==> config.mk <==
export PLATFORM = sky130hd
export DESIGN_NAME = shared_timer_arbiter
export DESIGN_NICKNAME = d
export VERILOG_FILES = /design/src/rtl/shared_timer_arbiter_pkg.sv /design/src/rtl/shared_timer_arbiter_tick_prescaler.sv /design/src/rtl/shared_timer_arbiter.sv
export SDC_FILE = /design/constraint.sdc
export NUM_CORES = 1
export LEC_CHECK = 0
export CORE_ASPECT_RATIO = 0.9
export CORE_MARGIN = 3
export CORE_UTILIZATION = 55
export CTS_CLUSTER_DIAMETER = 60
export CTS_CLUSTER_SIZE = 24
export DETAILED_ROUTE_END_ITERATION = 10
export GPL_TIMING_DRIVEN = 0
export PLACE_DENSITY = 0.85
export SETUP_SLACK_MARGIN = 0.05
export SLEW_MARGIN = 25
export SYNTH_ARGS = -nofsm -noshare
export SYNTH_HDL_FRONTEND = slang
export SYNTH_SLANG_ARGS = --single-unit
==> constraint.sdc <==
create_clock -name clk -period 4.14 [get_ports clk]
set_clock_uncertainty 0.2 [all_clocks]
set_input_delay 0.828 -clock clk [delete_from_list [all_inputs] [get_ports clk]]
set_output_delay 0.828 -clock clk [all_outputs]
set_load 0.01 [all_outputs]
==> src/rtl/shared_timer_arbiter_pkg.sv <==
// Shared state encoding and default sizing for the shared countdown timer.
// Imported by the arbiter top and its prescaler.
package shared_timer_arbiter_pkg;

    typedef enum logic [1:0] {
        IDLE = 2'd0,
        RUN  = 2'd1,
        DONE = 2'd2
    } state_t;

    localparam int DEF_DIV   = 10000;
    localparam int DEF_DUR_W = 8;

endpackage

==> src/rtl/shared_timer_arbiter_tick_prescaler.sv <==
// Divides clk into a 1-cycle tick every DIV enabled cycles; tick is combinational off the count.
// No backpressure: counts whenever en is high, clr forces the count back to 0.
module tick_prescaler
    import shared_timer_arbiter_pkg::*;
#(
    parameter int DIV = DEF_DIV
) (
    input  logic clk,
    input  logic rst_n,
    input  logic en,
    input  logic clr,
    output logic tick
);

    localparam int            CW   = (DIV > 1) ? $clog2(DIV) : 1;
    localparam logic [CW-1:0] LAST = CW'(DIV - 1);

    logic [CW-1:0] presc;

    // rst_n is active-high in this block
    always_ff @(posedge clk) begin
        if (rst_n || clr) begin
            presc <= '0;
        end else if (en) begin
            presc <= (presc == LAST) ? '0 : presc + 1'b1;
        end
    end

    assign tick = en && (presc == LAST);

endmodule

==> src/rtl/shared_timer_arbiter.sv <==
// Round-robin owner of one shared countdown timer; grant 1 cycle after req, done after D*DIV RUN cycles.
// Requesters hold req until granted; others wait until the timer returns to IDLE.
module shared_timer_arbiter
    import shared_timer_arbiter_pkg::*;
#(
    parameter int NREQ  = 2,
    parameter int DIV   = DEF_DIV,
    parameter int DUR_W = DEF_DUR_W
) (
    input  logic                  clk,
    input  logic                  rst_n,
    input  logic [NREQ-1:0]       req,
    input  logic [NREQ*DUR_W-1:0] req_dur,
    input  logic [NREQ-1:0]       cancel,
    output logic [NREQ-1:0]       grant,
    output logic                  busy,
    output logic [DUR_W-1:0]      remain,
    output logic                  tick,
    output logic [NREQ-1:0]       done_pulse
);

    localparam int            PW       = $clog2(NREQ);
    localparam logic [PW-1:0] LAST_IDX = PW'(NREQ - 1);

    state_t            state_q, state_d;
    logic [NREQ-1:0]   grant_d;
    logic [DUR_W-1:0]  remain_d;
    logic [PW-1:0]     owner_q, owner_d;
    logic [PW-1:0]     rr_q, rr_d, rr_nxt;
    logic [PW-1:0]     cand, pick_idx;
    logic              pick_vld;
    logic              presc_en, presc_clr;
    logic [DUR_W-1:0]  dur_arr [NREQ];

    for (genvar i = 0; i < NREQ; i++) begin : g_dur
        assign dur_arr[i] = req_dur[i*DUR_W +: DUR_W];
    end

    assign rr_nxt = (owner_q == LAST_IDX) ? '0 : owner_q + 1'b1;

    // Scan from the highest offset down so the requester nearest rr_q wins.
    always_comb begin
        cand     = '0;
        pick_vld = 1'b0;
        pick_idx = '0;
        for (int k = NREQ - 1; k >= 0; k--) begin
            cand = PW'((int'(rr_q) + k) % NREQ);
            if (req[cand]) begin
                pick_vld = 1'b1;
                pick_idx = cand;
            end
        end
    end

    always_comb begin
        state_d  = state_q;
        grant_d  = grant;
        remain_d = remain;
        owner_d  = owner_q;
        rr_d     = rr_q;
        case (state_q)
            IDLE: begin
                if (pick_vld) begin
                    owner_d  = pick_idx;
                    grant_d  = NREQ'(1) << pick_idx;
                    remain_d = dur_arr[pick_idx];
                    state_d  = (dur_arr[pick_idx] == '0) ? DONE : RUN;
                end
            end
            RUN: begin
                // An owner abort takes priority over a tick landing on the same cycle.
                if (cancel[owner_q]) begin
                    state_d  = IDLE;
                    grant_d  = '0;
                    remain_d = '0;
                    rr_d     = rr_nxt;
                end else if (tick) begin
                    remain_d = (remain != '0) ? remain - 1'b1 : '0;
                    if (remain == DUR_W'(1)) begin
                        state_d = DONE;
                        grant_d = '0;
                    end
                end
            end
            DONE: begin
                state_d  = IDLE;
                grant_d  = '0;
                remain_d = '0;
                rr_d     = rr_nxt;
            end
            default: state_d = IDLE;
        endcase
    end

    always_ff @(posedge clk) begin
        if (rst_n) begin
            state_q <= IDLE;
            grant   <= '0;
            remain  <= '0;
            owner_q <= '0;
            rr_q    <= '0;
        end else begin
            state_q <= state_d;
            grant   <= grant_d;
            remain  <= remain_d;
            owner_q <= owner_d;
            rr_q    <= rr_d;
        end
    end

    // Clearing on the last RUN cycle keeps presc at 0 everywhere outside RUN.
    assign presc_en  = (state_q == RUN);
    assign presc_clr = (state_d != RUN);

    tick_prescaler #(
        .DIV (DIV)
    ) u_presc (
        .clk   (clk),
        .rst_n (rst_n),
        .en    (presc_en),
        .clr   (presc_clr),
        .tick  (tick)
    );

    assign busy       = (state_q != IDLE);
    assign done_pulse = (state_q == DONE) ? (NREQ'(1) << owner_q) : '0;

endmodule

=== Yosys cells after proc, flatten, opt, wreduce, memory -nomap -nowiden ===
Cells that the tools add are included.
W data, S select, Z words.

* Word-level logic and storage cells: 72
* Input bits: 22
* Register bits after elaboration: 28
* Output and inout port bits: 14

* Bitwise gates (word level): 1
* Reductions and logical operators: 12
* Magnitude comparators: 4
* Equality and inequality tests: 9
* Shifts and indexed selects: 2
* Mux-type cells: 34
* Add/subtract/negate cells: 4

{| class="wikitable"
|+ Operators with widths
! operator !! count
|-
| $mux W8 || 7
|-
| $pmux W8 S3 || 1
|-
| $mux W2 || 10
|-
| $add A14 B1 Y14 const B || 1
|-
| $eq A14 B14 Y1 const B || 1
|-
| $mux W14 || 1
|-
| $mux W1 || 12
|-
| $eq A8 B1 Y1 const B || 1
|-
| $logic_not A8 Y1 || 1
|-
| $reduce_bool A8 Y1 || 1
|-
| $sub A8 B1 Y8 const B || 1
|-
| $lt A1 B2 Y1 const B || 3
|-
| $ne A3 B3 Y1 const B || 2
|-
| $pmux W2 S3 || 1
|-
| $ne A2 B2 Y1 const B || 2
|-
| $pmux W2 S2 || 1
|-
| $reduce_and A2 Y1 || 2
|-
| $reduce_and A4 Y1 || 1
|-
| $reduce_bool A2 Y1 || 2
|-
| $shl A1 B1 Y2 const A || 2
|-
| $reduce_and A3 Y1 || 1
|-
| $reduce_bool A3 Y1 || 1
|-
| $add A1 B1 Y1 const B || 2
|-
| $eq A2 B1 Y1 const B || 1
|-
| 8 further kinds || 8
|}

=== Longest topological paths before layout ===
Gate-level depths: netlist of the first run.

* Depth in word-level cells: 15
* Depth in mapped cells: 9
* Gate-level depth less buffers: 8

=== Hierarchy ===
Synthesis of the first run repeated with hierarchy kept, for this count alone.

* Cells, all modules: 206
* Area, all modules: 1,760.4 um2

{| class="wikitable"
|+ By module, submodules not included
! module !! cells an instance !! area each (um2) !! times used !! seq. area each (um2)
|-
| shared_timer_arbiter || 131 || 1,098.6 || 1 || 280.3
|-
| tick_prescaler || 75 || 661.9 || 1 || 280.3
|}

=== Least setup slack after synthesis of the first run ===
OpenSTA, ideal clock, no wires.

* Path type: register -> output
* From: register u_presc.presc[11]
* To: output tick
* Data arrival time: 1.402 ns
* Stages on the path, launching flop included: 4
* Buffers on the path: 0
* Data required time: 3.112 ns
* Setup slack: 1.710 ns
* Path through: dfxtp_1 -> or4b_4 -> or4_4 -> clkinv_2

* Longest elaborated chain between the ends: 2

{| class="wikitable"
|+ RTL lines
! item !! line !! text
|-
| start, declared || shared_timer_arbiter_tick_prescaler.sv:18 || <nowiki>logic [CW-1:0] presc;</nowiki>
|-
| start signal, assigned || shared_timer_arbiter_tick_prescaler.sv:25 || <nowiki>presc <= (presc == LAST) ? '0 : presc + 1'b1;</nowiki>
|-
| $eq A14 B14 Y1 || shared_timer_arbiter_tick_prescaler.sv:29 || <nowiki>assign tick = en && (presc == LAST);</nowiki>
|-
| $logic_and A1 B1 Y1 || shared_timer_arbiter_tick_prescaler.sv:29 ||
|-
| end, declared || shared_timer_arbiter.sv:18 || <nowiki>output logic tick,</nowiki>
|}

No other way between the ends.

=== Final worst setup path of the first run ===
* From: register state_q[0]
* To: output tick

* Longest elaborated chain between the ends: 2

{| class="wikitable"
|+ RTL lines
! item !! line !! text
|-
| start, declared || shared_timer_arbiter.sv:25 || <nowiki>state_t state_q, state_d;</nowiki>
|-
| start signal, assigned || shared_timer_arbiter.sv:103 || <nowiki>state_q <= state_d;</nowiki>
|-
| $eq A2 B1 Y1 || shared_timer_arbiter.sv:112 || <nowiki>assign presc_en = (state_q == RUN);</nowiki>
|-
| $logic_and A1 B1 Y1 || shared_timer_arbiter_tick_prescaler.sv:29 ||
|}

No other way between the ends.

==> results of run 1 <==
cell type report:
cell class / count / area [sq um]
well taps: 40 / 50.05
flip-flops and latches: 28 / 560.5
fillers: 203 / 701.9
clock buffers: 4 / 36.28
inverters: 11 / 42.54
repair buffers: 35 / 350.3
multi-input cells: 161 / 1142
plain buffers: 7 / 43.79
cell usage in the layout (no fill, tap or decap), types with 6 or more instances in the layout:
master,n
sky130_fd_sc_hd__dfxtp_1,28
sky130_fd_sc_hd__ha_1,8
sky130_fd_sc_hd__mux2i_1,6
sky130_fd_sc_hd__nor2_1,16
sky130_fd_sc_hd__a21oi_1,12
sky130_fd_sc_hd__nand2_1,14
sky130_fd_sc_hd__nor2_2,10
sky130_fd_sc_hd__o21ai_0,9
sky130_fd_sc_hd__clkdlybuf4s50_1,35
sky130_fd_sc_hd__xor2_1,9
sky130_fd_sc_hd__inv_1,10
cells in the mapped netlist (5+ instances only):
library cell and number:
sky130_fd_sc_hd__nor2_2 10, sky130_fd_sc_hd__dfxtp_1 28, sky130_fd_sc_hd__ha_1 8, sky130_fd_sc_hd__nor4_1 5, sky130_fd_sc_hd__a21oi_1 12, sky130_fd_sc_hd__nand2_1 14
sky130_fd_sc_hd__xor2_1 9, sky130_fd_sc_hd__nor2_1 16, sky130_fd_sc_hd__o21ai_0 9, sky130_fd_sc_hd__nor3_1 5, sky130_fd_sc_hd__mux2i_1 6, sky130_fd_sc_hd__inv_1 10
flip-flops by register name, indices dropped and copies added (netlist names):
signal and cells:
u_presc.presc 14, rr_q 1, owner_q 1, state_q 2, remain 8, grant 2
routing by layer:
layer | vias up | share of wire [%]
li1 | 843 | -
met1 | 822 | 45
met2 | 84 | 45
met3 | 13 | 8.6
met4 | 0 | 1.3
met5 | - | 0
worst min-delay path by stage:
stage / end / start / depth (start not counted) / slack (ns)
global route: grant[1]$_SDFFE_PP0P_ / grant[1]$_SDFFE_PP0P_ / 2 / 0.30
global placement: grant[1]$_SDFFE_PP0P_ / grant[1]$_SDFFE_PP0P_ / 2 / 0.24
CTS: grant[1]$_SDFFE_PP0P_ / grant[1]$_SDFFE_PP0P_ / 2 / 0.27
finish: grant[1]$_SDFFE_PP0P_ / grant[1]$_SDFFE_PP0P_ / 2 / 0.26
floorplan: u_presc.presc[13]$_SDFFE_PP0P_ / u_presc.presc[13]$_SDFFE_PP0P_ / 2 / 0.28
detailed placement: grant[1]$_SDFFE_PP0P_ / grant[1]$_SDFFE_PP0P_ / 2 / 0.25
per-stage QoR:
| stage | setup slack (ns) | cells |
|---|---|---|
| final | 0.7609 | 286 |
| after global routing | 0.6326 | 286 |
| after CTS | 0.7391 | 286 |
| after detailed placement | 1.089 | 282 |
| after global placement | 1.117 | 282 |
| after floorplan | 1.710 | 207 |
power groups by stage:
stage,clock (mW),combinational (mW),sequential (mW)
after floorplan,0,0.111,0.308
after global placement,0,0.185,0.305
after detailed placement,0,0.192,0.306
after CTS,0.141,0.193,0.301
after global routing,0.150,0.212,0.304
final,0.137,0.197,0.301
kinds of logic after synthesis:
family                   Yosys count  synth area share, %
buffers and inverters             18                4.825
AO/OA/AOI/OAI                     49                20.07
adder cells (fa/ha/maj)            8                5.595
AND/OR/NAND/NOR                   85                28.46
multiplexers                       6                3.357
flip-flops                        28                31.33
XOR/XNOR                          13                6.364
worst max-delay path, cell delays in order, from the launching register on:
cell	delay, ns
sky130_fd_sc_hd__dfxtp_1	0.42
sky130_fd_sc_hd__ha_1	0.29
sky130_fd_sc_hd__nand4_4	0.15
sky130_fd_sc_hd__or4_4	0.53
sky130_fd_sc_hd__clkinv_2	0.07
sky130_fd_sc_hd__clkdlybuf4s50_1	0.53
==> results.txt, run 1 <==
The endpoint of the worst register-to-register path is remain[3]$_SDFFE_PP0P_. For flop-to-flop paths, the worst setup slack is 1.57 ns. The most used routing layer in global routing is met2. The number of nets handed over by synthesis was 237. The area added between synthesis and finish is 24.41%, and the required time of the critical path is 3.11 ns. After layout, the worst path uses 81.62% of the clock period. For this design, the sink count on the clock tree is 28. The final setup violation count was 0. Port buffering added 35 buffers. The run gives 0.8857 as the final estimated routing congestion in global placement.

Of all flip-flops after synthesis, the portion carrying an async set or reset was 0%. For the residual DRC count, the log shows 0. STA puts the critical path data arrival time at 2.35 ns. The type of origin of the critical path is a register. Of all nets on the critical path, the largest fanout is 4. The worst min-delay path class is register to register. Power spread over the standard cell area amounts to 285.5 nW/um^2.

The area of the core is 2928 sq um, and the pin count of the biggest net entering global routing is 16. The tools report the timing startpoint of the critical path as state_q[0]$_SDFF_PP0_. The post-route netlist has 13.82% of its cells at a drive strength greater than 1. Dividing the detail-routed wire length by the instance count gives 16.60 um. The combinational cell fraction of total power was 31.0%; the smallest hold slack was 0.2648 ns. The pre-antenna-repair detailed-routing pass consisted of 4 iterations.

The logs give 0 for the number of antenna violations at the first check in global routing and 146 for the starting DRC count in detailed routing. The kind of critical path was register to primary output. For this block, the via count after detailed routing is 1762. Subtracting the final worst setup slack from the clock period gives 3.379 ns. For met3 alone, demand over resource in global routing was 3.947%. The post-synthesis cell count came out at 207. The worst setup path is captured at a primary output. Each instance of the synthesized netlist takes up on average 8.644 sq um. The clock reaches the later pin of the worst-skew pair after 0.34 ns.

The die boundary width was 66.12 um; the number of hold-repair buffers added at the cts stage was 0. After routing the design area is 2226 sq um. The combined global-route utilization of all metal layers was 25.63%. The worst-case IR drop observed on VDD is 0.0002717 V.

The tools report the global routing usage on met1 as 36.30%. Cell internal power was estimated by the tool at 0.4317 mW. Sorting the synthesized cells by area gives the leading types as sky130_fd_sc_hd__dfxtp_1 (31%), sky130_fd_sc_hd__ha_1 (5.6%), sky130_fd_sc_hd__xor2_1 (4.4%).

For the worst flop-to-flop path, the logic depth is 8. The synthesized area was 1789 sq um; the final standard cell utilization of the core was 76.03%. The wire-length estimate of the detail-placed layout is 3723 um.

TritonCTS built the clock tree. The run gives 31.33% as the fraction of the yosys area taken by sequential cells. Full die area: 3974 sq um. The synthesized design contains 28 register bits. In the routed layout, each cell is associated on average with a via count of 6.161. The logs give 0 for the number of failing hold endpoints at the final stage and 1 for the H-tree level count. The count of warnings emitted by yosys was 0. After the last flow step, the layout net total stands at 277. The overall power of the completed layout came out at 0.6354 mW. After clock tree synthesis, the clock-pin slew on the worst setup and hold paths is 0.17 ns. Counting distinct cell types in the post-synthesis netlist gives 54. The analysis attributes to cell leakage a power of 0.8087 nW. In this run, post-CTS repair resized a total of 0 instances.

For the global-route track usage on met2, the log shows 41.02%. The detail route stage leaves a number of antenna-violating nets equal to 0. Summed over all layers, the global routing overflow is 0. The logs give 1669 for the number of global-route vias before repair and 2 for the buffer levels on the longest clock path. The biggest area consumer among synthesized cells was sky130_fd_sc_hd__dfxtp_1.

At the pin with the least slew margin, the transition time is 0.6586 ns. The tool flagged a number of max-cap violations equal to 0. In this run the power spent charging and discharging nets is 0.2037 mW. The first-pass GRT wire length came out at 7866 um. The worst reg2reg path startpoint was remain[0]$_SDFFE_PP0P_. Destination of the critical timing path: tick.

The cell sitting at the root of the clock tree is a sky130_fd_sc_hd__clkbuf_4. In this run the vertical extent of the chip is 60.11 um. The final routed wirelength across all metal layers came out at 4748 um. The tools report the max-slew violation count as 0.

Setup repair after global routing left no endpoint under its margin. The flow ran to the end, and the final reports show no timing, DRC or antenna violations. In this run the post-CTS setup repair buffer count came out at 0.

The effective utilization at floorplan was 61.11%; the worst slew margin relative to its limit was 55.80%. Total number of placement rows: 18. The aggregate negative setup slack was 0 ns. In this run the biggest area consumer among cell types represents 31.33% of the synthesized area. The highest attainable clock frequency came out at 0.2959 GHz. The tools report the number of primary I/O pins as 36. The number of buffers added by the clock tree synthesis step came out at 3.

The number of synthesized flops with an enable pin was 0; the post-detailed-placement cell area was 2190 sq um. Fraction of power consumed by sequential logic: 47.4%. The number of diodes is 0, and the net switching share of the total power is 32.06%. Fraction of power consumed by the clock network: 21.6%. Primary flip-flop cell chosen by synthesis mapping: sky130_fd_sc_hd__dfxtp_1.
Note: power is estimated with default switching activity, not from simulation.
==> run 2: changes to the inputs <==
--- a/config.mk
+++ b/config.mk
@@ -7,12 +7,12 @@
 export LEC_CHECK = 0
 export CORE_ASPECT_RATIO = 0.9
 export CORE_MARGIN = 3
-export CORE_UTILIZATION = 55
+export CORE_UTILIZATION = 51
 export CTS_CLUSTER_DIAMETER = 60
 export CTS_CLUSTER_SIZE = 24
 export DETAILED_ROUTE_END_ITERATION = 10
 export GPL_TIMING_DRIVEN = 0
-export PLACE_DENSITY = 0.85
+export PLACE_DENSITY = 0.79
 export SETUP_SLACK_MARGIN = 0.05
 export SLEW_MARGIN = 25
 export SYNTH_ARGS = -nofsm -noshare
==> constraint.sdc (replaced) <==
create_clock -name clk -period 3.5 [get_ports clk]
set_clock_uncertainty 0.2 [all_clocks]
set_input_delay 0.7 -clock clk [delete_from_list [all_inputs] [get_ports clk]]
set_output_delay 0.7 -clock clk [all_outputs]
set_load 0.01 [all_outputs]
==> results.txt, run 2 (synthesis gave the netlist of run 1 again) <==
The flow ran to the end, and the final reports show no timing, DRC or antenna violations. The cell depth of the worst setup path was 6 (was 5); the effective utilization at floorplan was 55.75% (was 61.11%). For the total vias in the final route, the log shows 1695 (was 1762).

Setup repair after global routing left no endpoint under its margin. The kind of critical path was register to primary output (unchanged). The tools report the clock latency on the worst-skew pair as 0.28 ns (was 0.34 ns).

Largest registers: u_presc.presc x14, remain x8 (unchanged). The leading cell type in the layout, fill and taps excluded is sky130_fd_sc_hd__clkdlybuf4s50_1 (unchanged). Most frequent cells in the layout: sky130_fd_sc_hd__clkdlybuf4s50_1 (35), sky130_fd_sc_hd__dfxtp_1 (28), sky130_fd_sc_hd__nor2_1 (16) (unchanged). The count of buffers inserted at the top-level ports works out to 35 (unchanged). Clock root buffer master: sky130_fd_sc_hd__clkbuf_8 (was sky130_fd_sc_hd__clkbuf_4). The run gives 2 (unchanged) as the buffer levels on the longest clock path. The global-route track usage on met2 was 29.80% (was 41.02%); the die boundary width was 68.44 um (was 66.12 um).

After layout, the worst path uses 91.66% of the clock period. The run gives 56.67% (was 55.80%) as the worst slew margin relative to its limit. The delay of the slowest cell on the worst path was 0.54 ns (was 0.53 ns).

The tools report the total number of placement rows as 19 (was 18). The number of buffers added by the clock tree synthesis step is 3 (unchanged), and the die extent in y is 62.19 um (was 60.11 um). The clock sink total is 28 (unchanged), and the starting DRC count in detailed routing is 140 (was 146).

The library cell contributing the largest single delay on the critical path is sky130_fd_sc_hd__or4_4 (unchanged). The global routing usage on met1 is 33.66% (was 36.30%), and the smallest hold slack is 0.2632 ns (was 0.2648 ns). For the full die area, the log shows 4256 sq um (was 3974 sq um). Area of the core: 3209 sq um (was 2928 sq um). The number of primary I/O pins came out at 36 (unchanged). Launch instance of the worst min-delay path: grant[1]$_SDFFE_PP0P_ (unchanged). The max-slew violation count was 0 (unchanged); the minimum period implied by the final worst setup slack was 3.208 ns. The fill cell total of the finished layout came out at 283 (was 203). The number of antenna violations at the first check in global routing was 0 (unchanged); the iteration count of the initial detailed-routing pass was 5 (was 4). For the combined global-route utilization of all metal layers, the log shows 21.62% (was 25.63%). Final setup violation count: 0 (unchanged). The number of routed nets with antenna violations was 0 (unchanged); the number of flip-flops in the largest register was 14 (unchanged). H-tree level count: 1 (unchanged). The peak supply drop is 0.0002916 V (was 0.0002717 V), and the number of cell instances on the worst register-to-register path is 6 (was 8).

The fraction of layout instances using a drive strength above 1 works out to 13.82% (unchanged). Worst min-delay path class: register to register (unchanged). The kind of cell with the highest combined delay on the critical path is buffers and inverters (was simple AND/OR/NAND/NOR gates). The fraction of met3 tracks used by global routing was 5.405% (was 3.947%). Endpoint kind of the worst setup timing path: a primary output (unchanged). Number of nets in the final layout: 277 (unchanged). The quantity of gates resized following cts is 0 (unchanged). TritonCTS built the clock tree.

Largest register by flop count: u_presc.presc (unchanged). The detail-routed via count per cell works out to 5.885 (was 6.161). Chain of cells forming the critical path: inv_1 -> ha_1 -> nand4_4 -> or4_4 -> clkinv_2 -> clkdlybuf4s50_1 (was ha_1 -> nand4_4 -> or4_4 -> clkinv_2 -> clkdlybuf4s50_1). The buffers plus inverters on the worst setup path came out at 3 (was 2).

The endpoint of the worst register-to-register path was remain[3]$_SDFFE_PP0P_ (unchanged). The clock-pin slew on the worst setup and hold paths came out at 0.10 ns (was 0.17 ns). The minimum setup slack among reg-to-reg paths came out at 1.06 ns (was 1.57 ns).

The power density over cell area is 349.9 nW/um^2 (was 285.5 nW/um^2). Final standard cell utilization of the core: 70.02% (was 76.03%). The tools report the type of origin of the critical path as a register (unchanged). The count of buffers added by post-CTS timing repair for setup is 0 (unchanged), and the endpoint arrival time on the critical path is 2.31 ns (was 2.35 ns). Average routed wire per standard cell: 14.92 um (was 16.60 um). The final routed wirelength across all metal layers was 4298 um (was 4748 um). The logs give 0 (unchanged) for the number of failing hold endpoints at the final stage and 3301 um (was 3723 um) for the HPWL after detailed placement.

The overall overflow remaining after global route came out at 0 (unchanged). The highest attainable clock frequency was 0.3117 GHz. For the number of diodes, the log shows 0 (unchanged).

The final estimated routing congestion in global placement is 0.8664 (was 0.8857). The overall power of the completed layout was 0.7862 mW (was 0.6354 mW); the required time of the critical path was 2.60 ns (was 3.11 ns). The top fanout value on the critical path was 4 (unchanged). Worst reg2reg path startpoint: remain[4]$_SDFFE_PP0P_ (was remain[0]$_SDFFE_PP0P_).

For the number of global-route vias before repair, the log shows 1514 (was 1669). The slew at the pin with the worst max-slew slack was 0.6457 ns (was 0.6586 ns); the number of hold-repair buffers added at the cts stage was 0 (unchanged). The tools report the aggregate negative setup slack as 0 ns (unchanged). Most used routing layer in global routing: met1 (was met2). The total leakage power is 0.8164 nW (was 0.8087 nW), and the area added between synthesis and finish is 25.59% (was 24.41%).

The first-pass GRT wire length was 7272 um (was 7866 um). Timing startpoint of the critical path: state_q[1]$_SDFF_PP0_ (was state_q[0]$_SDFF_PP0_). For the pin count of the biggest net entering global routing, the log shows 16 (unchanged). The logs give 0 (unchanged) for the residual DRC count and 0 (unchanged) for the number of max-capacitance violations reported.

The destination of the critical timing path is tick (unchanged).
-- run 2: worst min path at each step --
stage                                           endpoint  slack [ns]  cells past startpoint
after global routing               grant[1]$_SDFFE_PP0P_        0.28                      2
after detailed placement           grant[1]$_SDFFE_PP0P_        0.25                      2
after global placement             grant[0]$_SDFFE_PP0P_        0.24                      2
after floorplan           u_presc.presc[13]$_SDFFE_PP0P_        0.28                      2
after CTS                          grant[1]$_SDFFE_PP0P_        0.26                      2
final                              grant[1]$_SDFFE_PP0P_        0.26                      2
-- run 2: per-stage QoR --
| stage | area (sq um) | setup WS (ns) | std cells |
|---|---|---|---|
| after floorplan | 1789 | 1.198 | 207 |
| after global placement | 2192 | 0.5951 | 284 |
| after detailed placement | 2192 | 0.5826 | 284 |
| after CTS | 2247 | 0.2800 | 288 |
| after global routing | 2247 | 0.1802 | 288 |
| final | 2247 | 0.2918 | 288 |
-- run 2: where the power goes --
group	total, mW	switching, mW	internal [mW]
logic	0.227	0.117	0.110
registers	0.355	0.0189	0.336
clock network	0.204	0.103	0.101
total	0.786	0.239	0.547
-- run 2: routing by layer --
layer	part of all wire, %	vias up
met4	0.44	0
li1	-	836
met3	9.0	2
met5	0	-
met2	42	66
met1	49	791
-- run 2: layout make-up --
class                      count  area (sq um)  share of cell area (%)
multi-input combinational    161          1142                   50.84
sequential                    28         560.5                   24.94
timing repair buffer          35         350.3                   15.59
clock buffer                   4         55.05                   2.450
tap                           42         52.55                   2.339
buffer                         7         43.79                   1.949
inverter                      11         42.54                   1.893
-- run 2: tightest hold or removal path, delay by kind of cell, from the launching register on --
kind | cells | cell delay, ns
flops | 1 | 0.32
compound gates | 1 | 0.05
simple gates | 1 | 0.05
==> run 3: changes to the inputs <==
--- a/config.mk
+++ b/config.mk
@@ -12,7 +12,7 @@
 export CTS_CLUSTER_SIZE = 24
 export DETAILED_ROUTE_END_ITERATION = 10
 export GPL_TIMING_DRIVEN = 0
-export PLACE_DENSITY = 0.79
+export PLACE_DENSITY = 0.78
 export SETUP_SLACK_MARGIN = 0.05
 export SLEW_MARGIN = 25
 export SYNTH_ARGS = -nofsm -noshare
==> constraint.sdc (replaced) <==
create_clock -name clk -period 3.5 [get_ports clk]
set_clock_uncertainty 0.2 [all_clocks]
set_input_delay 1.05 -clock clk [delete_from_list [all_inputs] [get_ports clk]]
set_output_delay 1.05 -clock clk [all_outputs]
set_load 0.01 [all_outputs]
==> results.txt, run 3 (synthesis gave the netlist of run 1 again) <==
Aggregate negative setup slack: 0 ns (unchanged). The run gives 2192 sq um (unchanged) as the post-detailed-placement cell area. The flow ran to the end, and the final reports show no timing, DRC or antenna violations. The total number of placement rows is 19 (unchanged).

The area of the core was 3209 sq um (unchanged); the overall overflow remaining after global route was 0 (unchanged). The multi-input combinational cell area came out at 1145 sq um (was 1142 sq um). The tools report the clock root buffer master as sky130_fd_sc_hd__clkbuf_8 (unchanged). The full die area is 4256 sq um (unchanged), and the total leakage power is 0.8272 nW (was 0.8164 nW).

Setup repair after global routing left no endpoint under its margin. The endpoint arrival time on the critical path was 2.00 ns (was 2.31 ns). For the number of max-capacitance violations reported, the log shows 0 (unchanged). The overall power of the completed layout is 0.8376 mW (was 0.7862 mW).

Residual DRC count: 0 (unchanged). The number of hold-repair buffers added at the cts stage is 0 (unchanged), and the die boundary width is 68.44 um (unchanged). The number of antenna violations at the first check in global routing was 0 (unchanged); the number of nets in the final layout was 277 (unchanged). The run gives 3318 um (was 3301 um) as the HPWL after detailed placement. The combined global-route utilization of all metal layers is 21.17% (was 21.62%). The die extent in y is 62.19 um (unchanged), and the iteration count of the initial detailed-routing pass is 4 (was 5). Endpoint kind of the worst setup timing path: a primary output (unchanged). The run gives 0.3076 GHz (was 0.3117 GHz) as the highest attainable clock frequency.

The clock latency on the worst-skew pair is 0.27 ns (was 0.28 ns). The final setup violation count is 0 (unchanged). The run gives 0.0003353 V (was 0.0002916 V) as the peak supply drop.

Count of buffers added by post-CTS timing repair for setup: 0 (unchanged). The tools report the number of primary I/O pins as 36 (unchanged). The setup slack of the critical path after layout was 0.2486 ns (was 0.2918 ns).

The run gives 2215 um (was 2102 um) as the total routed wire length on the met1 layer. The run gives 1 (unchanged) as the H-tree level count. The buffer levels on the longest clock path is 2 (unchanged), and the part of the cycle the worst path needs is 92.90% (was 91.66%). The number of failing hold endpoints at the final stage is 0 (unchanged), and the number of routed nets with antenna violations is 0 (unchanged). Detail-routed via count per cell: 5.760 (was 5.885).

TritonCTS built the clock tree. The pin count of the biggest net entering global routing is 17 (was 16), and the starting DRC count in detailed routing is 149 (was 140). The final design instance area without fill was 2265 sq um (was 2247 sq um); the number of flip-flops in the largest register was 14 (unchanged). The required time of the critical path is 2.25 ns (was 2.60 ns). Slew at the pin with the worst max-slew slack: 0.6626 ns (was 0.6457 ns). Largest registers: u_presc.presc x14, remain x8 (unchanged). The clock-pin slew on the worst setup and hold paths came out at 0.10 ns (about the same). Most frequent cells in the layout: sky130_fd_sc_hd__clkdlybuf4s50_1 (34), sky130_fd_sc_hd__dfxtp_1 (28), sky130_fd_sc_hd__nor2_1 (16) (was sky130_fd_sc_hd__clkdlybuf4s50_1 (35), sky130_fd_sc_hd__dfxtp_1 (28), sky130_fd_sc_hd__nor2_1 (16)). Fill cell total of the finished layout: 272 (was 283).

For the number of buffers added by the clock tree synthesis step, the log shows 3 (unchanged). The final routed wirelength across all metal layers came out at 4317 um (was 4298 um). The uppermost signal routing layer after detailed routing is met4 (unchanged).

The detailed-routed wire length on met2 is 1793 um (was 1789 um). The clock sink total is 28 (unchanged). The power density over cell area works out to 369.9 nW/um^2 (was 349.9 nW/um^2). The area added between synthesis and finish was 26.57% (was 25.59%); the met3 wirelength from detailed routing was 279 um (was 386 um). The minimum period implied by the final worst setup slack works out to 3.251 ns (was 3.208 ns).

The type of origin of the critical path was a register (unchanged). The leading cell type in the layout, fill and taps excluded was sky130_fd_sc_hd__clkdlybuf4s50_1 (unchanged). The run gives 1521 (was 1514) as the number of global-route vias before repair.

The area occupied by registers is 560.5 sq um (unchanged). The worst min-delay path class is register to register (unchanged). Number of diodes: 0 (unchanged). The fraction of layout instances using a drive strength above 1 is 14.23% (was 13.82%).

The kind of critical path was register to primary output (unchanged). The count of buffers inserted at the top-level ports is 35 (unchanged). The final estimated routing congestion in global placement is 0.8464 (was 0.8664), and the average routed wire per standard cell is 14.99 um (was 14.92 um). The top fanout value on the critical path was 4 (unchanged). The largest register by flop count was u_presc.presc (unchanged). The logs give 55.75% (unchanged) for the effective utilization at floorplan and 0 (unchanged) for the max-slew violation count. The logs give 55.53% (was 56.67%) for the worst slew margin relative to its limit and 7162 um (was 7272 um) for the first-pass GRT wire length. The run gives 1659 (was 1695) as the total vias in the final route. The setup slack at placement is 0.2312 ns (was 0.5826 ns).
## run 3: cell count changes in the layout (fill, tap and decap cells not counted), sizes merged
cell           before  now
bufinv              0    1
clkbuf              7    6
clkdlybuf4s50      35   34
dlygate4sd2         0    1
## run 3: power breakdown
part           switching [mW]  internal, mW
sequential             0.0195         0.336
clock                   0.102         0.153
combinational           0.116         0.110
## run 3: path summary, 6_finish.rpt
path	from	endpoint	slack (ns)	cells past startpoint
worst max register to register	remain[0]$_SDFFE_PP0P_	remain[5]$_SDFFE_PP0P_	1.05	8
worst min-delay path	grant[0]$_SDFFE_PP0P_	grant[0]$_SDFFE_PP0P_	0.26	2
worst max-delay path	u_presc.presc[11]$_SDFFE_PP0P_	tick	0.25	4
worst min register to register	grant[0]$_SDFFE_PP0P_	grant[0]$_SDFFE_PP0P_	0.26	2
## run 3: timing repair
item,in CTS,in global routing
gates resized for setup,2,0
endpoints found under the hold margin,0,0
endpoints found under the setup margin,1,0
## run 3: area by class of cell
type | count | area share [%]
Buffer | 7 | 1.934
Multi-Input combinational cell | 161 | 50.55
Clock buffer | 3 | 1.823
Sequential cell | 28 | 24.75
Clock inverter | 1 | 1.326
Inverter | 11 | 1.878
Timing Repair Buffer | 35 | 15.41
Tap cell | 42 | 2.320
## run 3: per-layer routing
layer	vias up	global-route usage, %
met5	-	0
met4	0	2.978
met3	4	4.685
met2	47	28.96
met1	772	33.85
li1	836	-
## run 3: worst max-delay path, cell delays in order, from the launching register on
cell                            delay (ns)
sky130_fd_sc_hd__dfxtp_1              0.35
sky130_fd_sc_hd__or4b_4               0.57
sky130_fd_sc_hd__or4_4                0.46
sky130_fd_sc_hd__clkinv_2             0.08
sky130_fd_sc_hd__dlygate4sd2_1        0.26
## run 3: per-stage QoR
stage	util, %	cells	hold slack, ns
after global routing	70.57	288	0.2870
after CTS	70.57	288	0.2634
after detailed placement	68.30	284	0.2504
final	70.57	288	0.2614
after floorplan	-	207	0.2758
after global placement	68.30	284	0.2419
